**src/rtl/mem_arbiter_pkg.sv**
```systemverilog
// Shared types and constants for the main-memory arbiter: physical line pointer, cache line,
// request owner and controller state encoding.
package mem_arbiter_pkg;

    localparam int unsigned TAG_W               = 22;
    localparam int unsigned IDX_W               = 6;
    localparam int unsigned OFFSET_W            = 4;
    localparam int unsigned LINE_W              = 128;
    localparam int unsigned MEM_LATENCY_DEFAULT = 5;

    typedef struct packed {
        logic [TAG_W-1:0]    tag;
        logic [IDX_W-1:0]    idx;
        logic [OFFSET_W-1:0] offset;
    } pptr_t;

    typedef logic [LINE_W-1:0] cacheline_t;

    typedef enum logic {
        OWN_IC = 1'b0,
        OWN_DC = 1'b1
    } owner_e;

    typedef enum logic [2:0] {
        ST_IDLE     = 3'd0,
        ST_WB_WAIT  = 3'd1,
        ST_WB_ISSUE = 3'd2,
        ST_RD_WAIT  = 3'd3,
        ST_RD_ISSUE = 3'd4,
        ST_RESP     = 3'd5,
        ST_FILL     = 3'd6
    } memarb_state_e;

    // Two pointers name the same line when tag and index agree; the offset is irrelevant.
    function automatic logic same_line(input pptr_t a, input pptr_t b);
        return (a.tag == b.tag) && (a.idx == b.idx);
    endfunction

endpackage

```
**src/rtl/mem_lat_counter.sv**
```systemverilog
// Memory latency down-counter shared by the writeback and read wait states.
module mem_lat_counter
    import mem_arbiter_pkg::*;
#(
    parameter int unsigned LATENCY = MEM_LATENCY_DEFAULT
) (
    input  logic clk,
    input  logic rst,
    input  logic load,
    input  logic dec,
    output logic expire_c
);

    localparam int unsigned CNT_W = $clog2(LATENCY + 1);

    logic [CNT_W-1:0] count;

    always_ff @(posedge clk) begin
        if (rst) begin
            count <= '0;
        end else if (load) begin
            count <= CNT_W'(LATENCY - 1);
        end else if (dec && (count != '0)) begin
            count <= count - CNT_W'(1);
        end
    end

    // High when the current decrement brings the count to zero.
    assign expire_c = (count <= CNT_W'(1));

endmodule

```
**src/rtl/mem_arbiter.sv**
```systemverilog
// Initiator side of the main-memory req/rec protocol: arbitrates icache/dcache line misses,
// emulates memory latency, issues optional victim writeback then the read, and returns the fill.
// Build option: MEM_ARB_ROUND_ROBIN_EN selects round-robin arbitration instead of dcache priority.
module mem_arbiter
    import mem_arbiter_pkg::*;
#(
    parameter int unsigned LATENCY = MEM_LATENCY_DEFAULT
) (
    input  logic       clk,
    input  logic       rst,
    input  logic       ic_req_valid,
    input  pptr_t      ic_req_addr,
    output logic       ic_gnt,
    output logic       ic_fill_en,
    output pptr_t      ic_fill_addr,
    output cacheline_t ic_fill_line,
    input  logic       dc_req_valid,
    input  pptr_t      dc_req_addr,
    input  logic       dc_wb_valid,
    input  pptr_t      dc_wb_addr,
    input  cacheline_t dc_wb_line,
    output logic       dc_gnt,
    output logic       dc_fill_en,
    output pptr_t      dc_fill_addr,
    output cacheline_t dc_fill_line,
    output logic       req_ren,
    output pptr_t      req_raddr,
    output logic       req_wen,
    output pptr_t      req_waddr,
    output cacheline_t req_wcacheline,
    input  logic       rec_en,
    input  pptr_t      rec_addr,
    input  cacheline_t rec_cacheline
);

    memarb_state_e state, state_nxt;
    owner_e        owner_q, grant_owner;
    pptr_t         addr_q, grant_addr, wb_addr_q;
    cacheline_t    wb_line_q;
    logic          pick_dc, pick_ic, grant, grant_wb;
    logic          cnt_load, cnt_dec, cnt_expire;
    logic          ren_nxt, wen_nxt, accept, ic_fill_nxt, dc_fill_nxt;

`ifdef MEM_ARB_ROUND_ROBIN_EN
    owner_e last_owner;

    // On contention the port that did not win last time is favoured.
    assign pick_dc = dc_req_valid && (!ic_req_valid || (last_owner == OWN_IC));

    always_ff @(posedge clk) begin
        if (rst) begin
            last_owner <= OWN_IC;
        end else if (grant) begin
            last_owner <= grant_owner;
        end
    end
`else
    assign pick_dc = dc_req_valid;
`endif

    assign pick_ic     = ic_req_valid && !pick_dc;
    assign grant       = (state == ST_IDLE) && !rst && (pick_dc || pick_ic);
    assign grant_owner = pick_dc ? OWN_DC : OWN_IC;
    assign grant_addr  = pick_dc ? dc_req_addr : ic_req_addr;
    assign grant_wb    = pick_dc && dc_wb_valid;

    // Grant is visible in the sampling cycle itself.
    assign ic_gnt = grant && !pick_dc;
    assign dc_gnt = grant && pick_dc;

    mem_lat_counter #(
        .LATENCY (LATENCY)
    ) u_lat (
        .clk      (clk),
        .rst      (rst),
        .load     (cnt_load),
        .dec      (cnt_dec),
        .expire_c (cnt_expire)
    );

    // Issue pulses and fills are registered on entry to their states.
    always_comb begin
        state_nxt   = state;
        cnt_load    = 1'b0;
        cnt_dec     = 1'b0;
        ren_nxt     = 1'b0;
        wen_nxt     = 1'b0;
        accept      = 1'b0;
        ic_fill_nxt = 1'b0;
        dc_fill_nxt = 1'b0;
        case (state)
            ST_IDLE: begin
                if (grant) begin
                    if (LATENCY == 1) begin
                        state_nxt = grant_wb ? ST_WB_ISSUE : ST_RD_ISSUE;
                        wen_nxt   = grant_wb;
                        ren_nxt   = !grant_wb;
                    end else begin
                        state_nxt = grant_wb ? ST_WB_WAIT : ST_RD_WAIT;
                        cnt_load  = 1'b1;
                    end
                end
            end
            ST_WB_WAIT: begin
                cnt_dec = 1'b1;
                if (cnt_expire) begin
                    state_nxt = ST_WB_ISSUE;
                    wen_nxt   = 1'b1;
                end
            end
            ST_WB_ISSUE: begin
                if (LATENCY == 1) begin
                    state_nxt = ST_RD_ISSUE;
                    ren_nxt   = 1'b1;
                end else begin
                    state_nxt = ST_RD_WAIT;
                    cnt_load  = 1'b1;
                end
            end
            ST_RD_WAIT: begin
                cnt_dec = 1'b1;
                if (cnt_expire) begin
                    state_nxt = ST_RD_ISSUE;
                    ren_nxt   = 1'b1;
                end
            end
            ST_RD_ISSUE: begin
                state_nxt = ST_RESP;
            end
            ST_RESP: begin
                if (rec_en && same_line(rec_addr, addr_q)) begin
                    accept      = 1'b1;
                    state_nxt   = ST_FILL;
                    ic_fill_nxt = (owner_q == OWN_IC);
                    dc_fill_nxt = (owner_q == OWN_DC);
                end
            end
            ST_FILL: begin
                state_nxt = ST_IDLE;
            end
            default: begin
                state_nxt = ST_IDLE;
            end
        endcase
    end

    always_ff @(posedge clk) begin
        if (rst) begin
            state          <= ST_IDLE;
            owner_q        <= OWN_IC;
            addr_q         <= '0;
            wb_addr_q      <= '0;
            wb_line_q      <= '0;
            req_ren        <= 1'b0;
            req_raddr      <= '0;
            req_wen        <= 1'b0;
            req_waddr      <= '0;
            req_wcacheline <= '0;
            ic_fill_en     <= 1'b0;
            ic_fill_addr   <= '0;
            ic_fill_line   <= '0;
            dc_fill_en     <= 1'b0;
            dc_fill_addr   <= '0;
            dc_fill_line   <= '0;
        end else begin
            state      <= state_nxt;
            req_ren    <= ren_nxt;
            req_wen    <= wen_nxt;
            ic_fill_en <= ic_fill_nxt;
            dc_fill_en <= dc_fill_nxt;
            if (grant) begin
                owner_q <= grant_owner;
                addr_q  <= grant_addr;
                if (grant_wb) begin
                    wb_addr_q <= dc_wb_addr;
                    wb_line_q <= dc_wb_line;
                end
            end
            // Address/data registers only move on an issue, so they hold between pulses.
            if (ren_nxt) begin
                req_raddr <= grant ? grant_addr : addr_q;
            end
            if (wen_nxt) begin
                req_waddr      <= grant ? dc_wb_addr : wb_addr_q;
                req_wcacheline <= grant ? dc_wb_line : wb_line_q;
            end
            if (accept) begin
                if (owner_q == OWN_DC) begin
                    dc_fill_addr <= addr_q;
                    dc_fill_line <= rec_cacheline;
                end else begin
                    ic_fill_addr <= addr_q;
                    ic_fill_line <= rec_cacheline;
                end
            end
        end
    end

endmodule
```
**config.mk**
```make
export PLATFORM = sky130hd
export DESIGN_NAME = mem_arbiter
export DESIGN_NICKNAME = d
export VERILOG_FILES = /design/src/rtl/mem_arbiter_pkg.sv /design/src/rtl/mem_lat_counter.sv /design/src/rtl/mem_arbiter.sv
export SDC_FILE = /design/constraint.sdc
export NUM_CORES = 1
export LEC_CHECK = 0
export CAP_MARGIN = 5
export CORE_AREA = 2 2 354 356
export CTS_BUF_LIST = sky130_fd_sc_hd__clkbuf_4
export CTS_CLUSTER_DIAMETER = 100
export CTS_CLUSTER_SIZE = 40
export DETAILED_ROUTE_END_ITERATION = 12
export DIE_AREA = 0 0 356 358
export PLACE_DENSITY = 0.55
export SETUP_SLACK_MARGIN = 0.1
export SLEW_MARGIN = 0
export SYNTH_ARGS = -nofsm -noshare
export SYNTH_HDL_FRONTEND = slang
export SYNTH_SLANG_ARGS = --single-unit
```
**constraint.sdc**
```tcl
create_clock -name clk -period 2.85 [get_ports clk]
set_clock_uncertainty 0.1 [all_clocks]
set_input_delay 0.57 -clock clk [delete_from_list [all_inputs] [get_ports clk]]
set_output_delay 0.57 -clock clk [all_outputs]
set_load 0.02 [all_outputs]
```
Yosys cells after proc, flatten, opt, wreduce, memory -nomap -nowiden --
Index checks and enable logic that the tools add are counted.
Word-level totals: bits in registers 715, bits of input ports 390, output and inout bits 518, word-level logic and storage cells 89
Operators by class: $add $sub $neg 1, order comparisons 1, equality and inequality tests 11, mux-type cells 21, bitwise logic cells 3, reduce and logical (&&, ||, !) cells 22
Operators by type and width (count):
- 128-bit 2-to-1 mux | 1
- 32-bit 2-to-1 mux | 3
- 22-bit equality test | 1
- 3-bit 2-to-1 mux | 6
- 3-bit one-hot mux with 6 select lines | 1
- 1-bit logical AND | 9
- 1-bit 2-to-1 mux | 8
- 2-bit inequality test (second input constant) | 4
- 3-bit by 2-bit equality test with 1-bit output (second input constant) | 2
- 3-bit equality test (second input constant) | 2
- 6-bit equality test | 1
- 2-bit AND reduction | 3
- 4-bit AND reduction | 1
- 2-bit OR reduction | 2
- 3-bit by 1-bit equality test with 1-bit output (second input constant) | 1
- 3-bit by 1-bit <= comparator with 1-bit output (second input constant) | 1
- 3-bit zero test | 1
- 1-bit inverter | 3
- 3-bit nonzero test | 1
- 3-bit OR reduction | 1
- 3-bit by 1-bit subtractor with 3-bit output (second input constant) | 1
- 1-bit zero test | 2
- 2-bit 2-to-1 mux | 1
- 1-bit one-hot mux with 2 select lines | 1
- other kinds (2) | 2

Depth between registers and ports, before layout --
Gate-level depths: netlist (run 1).
depth in word-level cells 7, gate-level depth with buffers 10, gate-level depth less buffers 7

Modules after synthesis --
A second synthesis (run 1) with hierarchy kept.
Unflattened totals: cell total of the unflattened synthesis 3283, area, all modules 27043.4 µm²
By module, submodules not included:
- mem_arbiter | times used 1, cells an instance 3262, area each 26844.5 µm², sequential area each 14253.7 µm²
- mem_lat_counter | times used 1, cells an instance 21, area each 198.9 µm², sequential area each 60.1 µm²

Worst setup path after synthesis (run 1) --
Ideal clock, no wire load.
path type reg-to-output, start reg state[1], end out ic_gnt, arrival time 1.986 ns, data required time 2.180 ns, path slack 0.194 ns, stages on the path, launching flop included 8, path buffers 4, path through dfxtp_1 -> clkbuf_1 -> or3_1 -> or3_1 -> buf_2 -> clkbuf_1 -> clkbuf_1 -> nor2_1
Between the ends: word-level cells in the longest chain between the ends 4
RTL lines:
- start: declaration | line mem_arbiter.sv:36 | memarb_state_e state, state_nxt;
- start signal: assignment | line mem_arbiter.sv:166 | state <= state_nxt;
- 3-bit zero test | line mem_arbiter.sv:62 | assign grant = (state == ST_IDLE) && !rst && (pick_dc || pick_ic);
- 1-bit logical AND (2 in series) | line mem_arbiter.sv:62
- 1-bit logical AND | line mem_arbiter.sv:68 | assign ic_gnt = grant && !pick_dc;
- end: declaration | line mem_arbiter.sv:13 | output logic ic_gnt,
Every way passes these cells.

Worst setup path after layout (run 1) --
start reg state[2], end out ic_gnt
The elaborated chain is that of the path after synthesis.

==> impl_metrics.env, run 1 <==
export IMPL_drc=0
export IMPL_syn_to_final_growth_pct=52.7
export IMPL_final_cell_mix="dfxtp_1 (700), nand2_1 (520), a21oi_1 (516), dlygate4sd2_1 (497), clkdlybuf4s50_1 (383)"
export IMPL_cts_sinks=715
export IMPL_drtIter0Drc=2810
export IMPL_hold_slack_ns=-0.257
export IMPL_io_buffers=903
export IMPL_netlist_instances=3369
export IMPL_critPathKind="reg -> out"
export IMPL_detail_route_vias_per_cell=4.96
export IMPL_die_width_um=356
export IMPL_via_count=30300
export IMPL_first_global_vias=29000
export IMPL_end_kind="output port"
export IMPL_crit_family="simple AND/OR/NAND/NOR gates"
export IMPL_path_max_fanout=2
export IMPL_overflow=0
export IMPL_netlist_cell_type_count=42
export IMPL_finalHoldViolCount=21
export IMPL_gp_congestion=0.888
export IMPL_slew_viol_final=0
export IMPL_cp_slowest_stage_delay_ns=0.41
export IMPL_cp_arrival_ns=2.49
export IMPL_fin_nets=4822
export IMPL_synthesis_area_sq_um=28800
export IMPL_fin_crit_sh_pct=111
export IMPL_dr_pass1_iters=6
export IMPL_worstPathRequired_ns=2.18
export IMPL_ant_nets=0
export IMPL_core_area_sq_um=123000
export IMPL_setup_viol_count_final=2
export IMPL_routedWlPerCell_um=21.5
export IMPL_layout_drive_gt1_share_pct=8.13
export IMPL_mappedNetlistNets=3762
export IMPL_clock_latency_ns=1.05
export IMPL_crit_chain="or3_4 > or3_4 > nor2_4 > buf_6 > buf_6"
export IMPL_status="finished with violations"
export IMPL_crit_buf_inv=2
export IMPL_tightest_slew_ns=1.17
export IMPL_cts_tree="done"
export IMPL_critPathLaunchType="flop"
export IMPL_avgSynthCellArea_sq_um=8.56
export IMPL_p_leak_nw=17.6
export IMPL_die_h_um=358
export IMPL_hold_buffers=311
export IMPL_cts_root_buf="clkbuf_4"
export IMPL_max_vdd_ir_drop_uv=506
export IMPL_rsz0062_at_grt="true"
export IMPL_hold_path_class="in -> reg"
export IMPL_violations="hold timing, setup timing"
export IMPL_grt_pass1_wl_um=190000
export IMPL_final_common_cell="dfxtp_1"
export IMPL_die_area_sq_um=127000
export IMPL_start_util_pct=23.4
export IMPL_grt_max_degree=180
export IMPL_clock_fmax_mhz=317
export IMPL_ys_seq_area_share_pct=49.6
export IMPL_grtUsageTotal_pct=19.3
export IMPL_slowest_stage="dfxtp_4"
export IMPL_clk_pin_slew_ns=0.33
export IMPL_power_density_nw_per_um2=480
export IMPL_routed_wl_um=132000
export IMPL_worst_slack_ns=-0.309
export IMPL_slew_headroom_pct=22.2
export IMPL_ys_ff_latch=715
export IMPL_antenna_found_initial=39
export IMPL_row_count=129
export IMPL_yosysWarnings=0
export IMPL_drv_cap=0
export IMPL_htree_levels=2
export IMPL_numCtsBuffers=35
export IMPL_clock_path_buffers=3
export IMPL_period_minus_slack_ns=3.16
export IMPL_place_ws_ns=-0.399
export IMPL_num_fill_cells=12800
export IMPL_boundaryPins=908
export IMPL_hpwl_um=91800
registers in the layout, summed over array words and instances, names as in the netlist, 128 cells and up:
name	cells
dc_fill_line	128
wb_line_q	128
req_wcacheline	128
ic_fill_line	128
cell type report:
cell class              count  area (sq um)  area share (%)
diodes                     30          75.1           0.170
clock buffers              38           285           0.647
clock inverters            25           459            1.04
inverters                   8          30.0          0.0682
multi-input cells        2244         12700            28.9
flip-flops and latches    715         14300            32.6
well taps                1637          2050            4.65
repair buffers           1425         14100            32.0
through the flow:
step           total power, mW  setup TNS, ns  util [%]  instances  instance area, sq um
2_1_floorplan             13.1              0         -       3369                 28800
3_3_place_gp              15.8        -108.89      32.9       5712                 40600
3_5_place_dp              15.8        -108.34      32.9       5712                 40600
4_1_cts                   21.4         -0.926      35.6       6091                 43900
5_1_grt                   22.1         -0.980      35.7       6114                 44000
6_report                  21.1         -0.498      35.7       6122                 44100
report_power, final:
group | leakage [nW] | switching, mW | total [mW] | internal, mW
combinational | 11.4 | 3.14 | 5.17 | 2.04
sequential | 5.78 | 0.359 | 10.9 | 10.5
clock | 0.375 | 3.95 | 5.10 | 1.15
per-layer routing:
| metal | GRT usage [%] | wire, um | vias up |
|---|---|---|---|
| met5 | 0 | 188 | - |
| met4 | 5.61 | 4020 | 28 |
| met3 | 5.45 | 11000 | 203 |
| met2 | 32.2 | 61800 | 1134 |
| met1 | 24.2 | 54800 | 14700 |
| li1 | - | - | 14300 |
synthesized netlist by cell type (all sizes together):
master / instances / share of area [%]
xnor2: 21 / 0.64
o221ai: 1 / 0.030
nor2: 40 / 0.52
or3: 2 / 0.043
o31ai: 320 / 8.3
nand2b: 37 / 0.80
a31oi: 2 / 0.043
or4: 2 / 0.052
a21oi: 516 / 9.0
mux2: 32 / 1.2
a211oi: 2 / 0.052
nor3: 6 / 0.12
xor2: 2 / 0.061
o21ba: 1 / 0.035
dfxtp: 715 / 50
buf: 160 / 3.4
nand4: 327 / 7.1
ha: 3 / 0.13
and3: 2 / 0.043
inv: 8 / 0.10
a2111oi: 2 / 0.082
and2: 2 / 0.043
a22oi: 1 / 0.026
o2111ai: 1 / 0.030
nor4b: 1 / 0.030
nor4: 5 / 0.20
a221oi: 1 / 0.030
nand3: 195 / 3.4
nand2: 520 / 6.8
and4: 2 / 0.061
nor2b: 4 / 0.087
o211a: 1 / 0.035
nand3b: 160 / 4.2
o21a: 1 / 0.026
o21ai: 32 / 0.56
clkbuf: 242 / 3.1
final timing paths:
| path | to | slack [ns] | from | cells after the start |
|---|---|---|---|---|
| setup / recovery | ic_gnt | -0.31 | state[2] | 5 |
| hold / removal | req_raddr[2] | -0.26 | rst | 2 |
| setup reg to reg | ic_fill_line[76] | 0.09 | addr_q[18] | 7 |
| hold reg to reg | req_wcacheline[46] | 0.25 | wb_line_q[46] | 2 |
what timing repair did:
action / in CTS / in global routing
setup buffers: 5 / 1
gates resized for setup: 566 / 12
pin swaps: 4 / 2
hold endpoints to repair: 505 / 21
setup endpoints to repair: 520 / 12
cells by family (layout without fill, tap and decap cells):
logic type,Yosys count,count (layout),synth area share [%]
DFF,715,715,49.6
xor gates and xnor gates,23,23,0.698
buffers and inverters,410,1496,6.66
adders and majority gates,3,3,0.130
muxes,32,32,1.25
and+or+nand+nor,1305,1305,23.4
other,0,30,0
AOI/OAI and AO/OA,881,881,18.2
(Power assumes the default switching activity.)
==> run 2, diff against run 1 <==
--- a/config.mk
+++ b/config.mk
@@ -5,16 +5,20 @@
 export SDC_FILE = /design/constraint.sdc
 export NUM_CORES = 1
 export LEC_CHECK = 0
+export ABC_AREA = 1
 export CAP_MARGIN = 5
-export CORE_AREA = 2 2 354 356
+export CELL_PAD_IN_SITES_DETAIL_PLACEMENT = 2
+export CELL_PAD_IN_SITES_GLOBAL_PLACEMENT = 2
+export CORE_MARGIN = 2
+export CORE_UTILIZATION = 26
 export CTS_BUF_LIST = sky130_fd_sc_hd__clkbuf_4
 export CTS_CLUSTER_DIAMETER = 100
 export CTS_CLUSTER_SIZE = 40
 export DETAILED_ROUTE_END_ITERATION = 12
-export DIE_AREA = 0 0 356 358
-export PLACE_DENSITY = 0.55
+export PLACE_DENSITY = 0.92
 export SETUP_SLACK_MARGIN = 0.1
 export SLEW_MARGIN = 0
 export SYNTH_ARGS = -nofsm -noshare
 export SYNTH_HDL_FRONTEND = slang
 export SYNTH_SLANG_ARGS = --single-unit
+export TNS_END_PERCENT = 30
==> run 2 against run 1 <==
Effect of this change: the flow still finishes with violations (hold timing, setup timing); clock power up 0.8%; cell count increased by 20%; combinational power up 120%; sequential power grew 17%; sequential share of layout area down 1.1 points; sequential cell count stayed put; critical path type unchanged.
==> impl_metrics.env, run 2 <==
export IMPL_hpwl_um=120000
export IMPL_clock_fmax_mhz=332
export IMPL_end_kind="output port"
export IMPL_layout_drive_gt1_share_pct=7.05
export IMPL_cts_root_buf="clkbuf_4"
export IMPL_grtUsageTotal_pct=29.6
export IMPL_cts_tree="done"
export IMPL_core_area_sq_um=118000
export IMPL_mappedNetlistNets=5048
export IMPL_final_common_cell="nand2_1"
export IMPL_regArea_sq_um=14400
export IMPL_yosysWarnings=0
export IMPL_boundaryPins=908
export IMPL_period_minus_slack_ns=3.01
export IMPL_slew_headroom_pct=27.5
export IMPL_grt_pass1_wl_um=274000
export IMPL_row_count=126
export IMPL_drtIter0Drc=2336
export IMPL_gp_congestion=0.881
export IMPL_die_area_sq_um=122000
export IMPL_avgSynthCellArea_sq_um=6.66
export IMPL_yosys_area_share_simple_pct=28.6
export IMPL_num_fill_cells=13700
export IMPL_synth_xor_area_share_pct=0.113
export IMPL_finalHoldViolCount=1
export IMPL_dr_pass1_iters=5
export IMPL_grt_max_degree=198
export IMPL_post_route_util_pct=38.7
export IMPL_die_width_um=349
export IMPL_path_max_fanout=3
export IMPL_routed_wl_um=195000
export IMPL_tightest_slew_ns=1.09
export IMPL_ff2ff_path_depth=14
export IMPL_antenna_found_initial=57
export IMPL_netlist_cell_type_count=30
export IMPL_worstPathRequired_ns=2.18
export IMPL_fin_nets=6110
export IMPL_synth_top_area_share_pct=46.2
export IMPL_detail_route_vias_per_cell=5.06
export IMPL_stdcell_area_sq_um=45700
export IMPL_synthAdderAreaFrac_pct=0.121
export IMPL_synthTopCellsByArea="dfxtp_1 (46%), nand2_1 (14%), inv_1 (11%)"
export IMPL_setup_viol_count_final=3
export IMPL_slew_viol_final=0
export IMPL_status="finished with violations"
export IMPL_cts_sinks=715
export IMPL_overflow=0
export IMPL_placed_cell_area_sq_um=42200
export IMPL_cp_arrival_ns=2.34
export IMPL_final_cell_mix="nand2_1 (1146), inv_1 (888), dfxtp_1 (678), nor2_1 (581), dlygate4sd2_1 (440)"
export IMPL_place_ws_ns=-0.289
export IMPL_synth_main_ff_cell="dfxtp_1"
export IMPL_max_vdd_ir_drop_uv=522
export IMPL_synthArstFlopShare_pct=0
export IMPL_synthesis_area_sq_um=31000
export IMPL_critPathLaunchType="flop"
export IMPL_synth_most_common_cell="nand2_1"
export IMPL_synth_top_family_by_area="simple AND/OR/NAND/NOR gates"
export IMPL_ys_ff_latch=715
export IMPL_power_density_nw_per_um2=640
export IMPL_htree_levels=2
export IMPL_ant_nets=0
export IMPL_syn_to_final_growth_pct=47.6
export IMPL_clock_path_buffers=3
export IMPL_p_leak_nw=22.2
export IMPL_clock_latency_ns=1.14
export IMPL_netlist_instances=4655
export IMPL_drc=0
export IMPL_violations="hold timing, setup timing"
export IMPL_ys_seq_area_share_pct=46.2
export IMPL_hold_depth=5
export IMPL_io_buffers=903
export IMPL_multi_input_area_sq_um=12000
export IMPL_power_mw=29.3
export IMPL_drv_cap=0
export IMPL_hold_slack_ns=-0.00816
export IMPL_critPathKind="reg -> out"
export IMPL_synth_edf_count=0
export IMPL_clk_pin_slew_ns=0.42
export IMPL_synth_top_cell_by_area="dfxtp_1"
export IMPL_start_util_pct=26.2
export IMPL_fin_crit_sh_pct=106
export IMPL_numCtsBuffers=35
export IMPL_synthTopCellsByCount="nand2_1 (1160), inv_1 (895), dfxtp_1 (715)"
export IMPL_synth_area_mux_share_pct=0
export IMPL_via_count=37100
export IMPL_hold_path_class="in -> reg"
export IMPL_first_global_vias=41400
export IMPL_routedWlPerCell_um=26.7
export IMPL_rsz0062_at_grt="true"
export IMPL_die_h_um=349
export IMPL_synth_compound_area_share_pct=9.44
export IMPL_worst_slack_ns=-0.160
## run 2: changes by cell type after synthesis, moves of 37 or more
cell / delta
a21oi_1: -339
buf_1: +42
buf_2: -38
clkbuf_1: -65
inv_1: +887
nand2_1: +640
nand2b_1: -37
nand3_1: -163
nand3b_1: -159
nor2_1: +552
o21ai_0: +309
o31ai_1: -320
## run 2: metal layers
metal	track usage [%]	vias to the layer above	wire length [um]
li1	-	16300	-
met1	30.2	18600	69300
met2	52.8	1499	96500
met3	8.16	678	13400
met4	19.9	22	16100
met5	0	-	153
## run 2: logic make-up after synthesis
logic type,after synthesis
AOI/OAI and AO/OA,572
xor gates and xnor gates,4
adders and majority gates,3
buffers and inverters,1239
DFF,715
and+or+nand+nor,2122
## run 2: where the power goes
part / switching [mW] / internal [mW] / total [mW]
clock: 4.11 / 1.03 / 5.14
combinational: 7.83 / 3.50 / 11.3
sequential: 1.26 / 11.5 / 12.8
total: 13.2 / 16.1 / 29.3
## run 2: worst paths after layout
| path | startpoint | end | slack (ns) |
|---|---|---|---|
| setup reg to reg | addr_q[20] | dc_fill_addr[6] | 0 |
| hold reg to reg | wb_line_q[19] | req_wcacheline[19] | 0.38 |
| hold / removal | rst | req_wcacheline[100] | -0.008 |
| setup / recovery | state[1] | dc_gnt | -0.16 |
## run 2: through the flow
stage / instances / setup TNS (ns)
final: 7331 / -0.302
after global routing: 7318 / -0.973
after CTS: 7250 / -0.515
after detailed placement: 6918 / -53.00
after global placement: 6918 / -13.23
after floorplan: 4655 / 0
## run 2: final cells by class
cell class,instances,area share [%]
diodes,52,0.284
clock buffers,39,0.640
clock inverters,24,0.872
inverters,919,7.59
multi-input cells,2701,26.3
flip-flops and latches,715,31.5
well taps,1536,4.20
repair buffers,1345,28.7
## run 2: critical path, stage by stage (launching register included)
cell and delay (ns):
dfxtp_4 0.41, nor3_4 0.19, o211ai_1 0.16, buf_4 0.19
nor2_4 0.11, buf_12 0.14, buf_12 0.11
## run 2: timing repair
action / in CTS / in global routing
gates resized for setup: 587 / 151
endpoints found under the hold margin: 299 / 0
setup buffers: 22 / 22
cloned: 1 / 10
endpoints found under the setup margin: 628 / 399
hold buffers: 246 / 0
pin swaps: 4 / 18
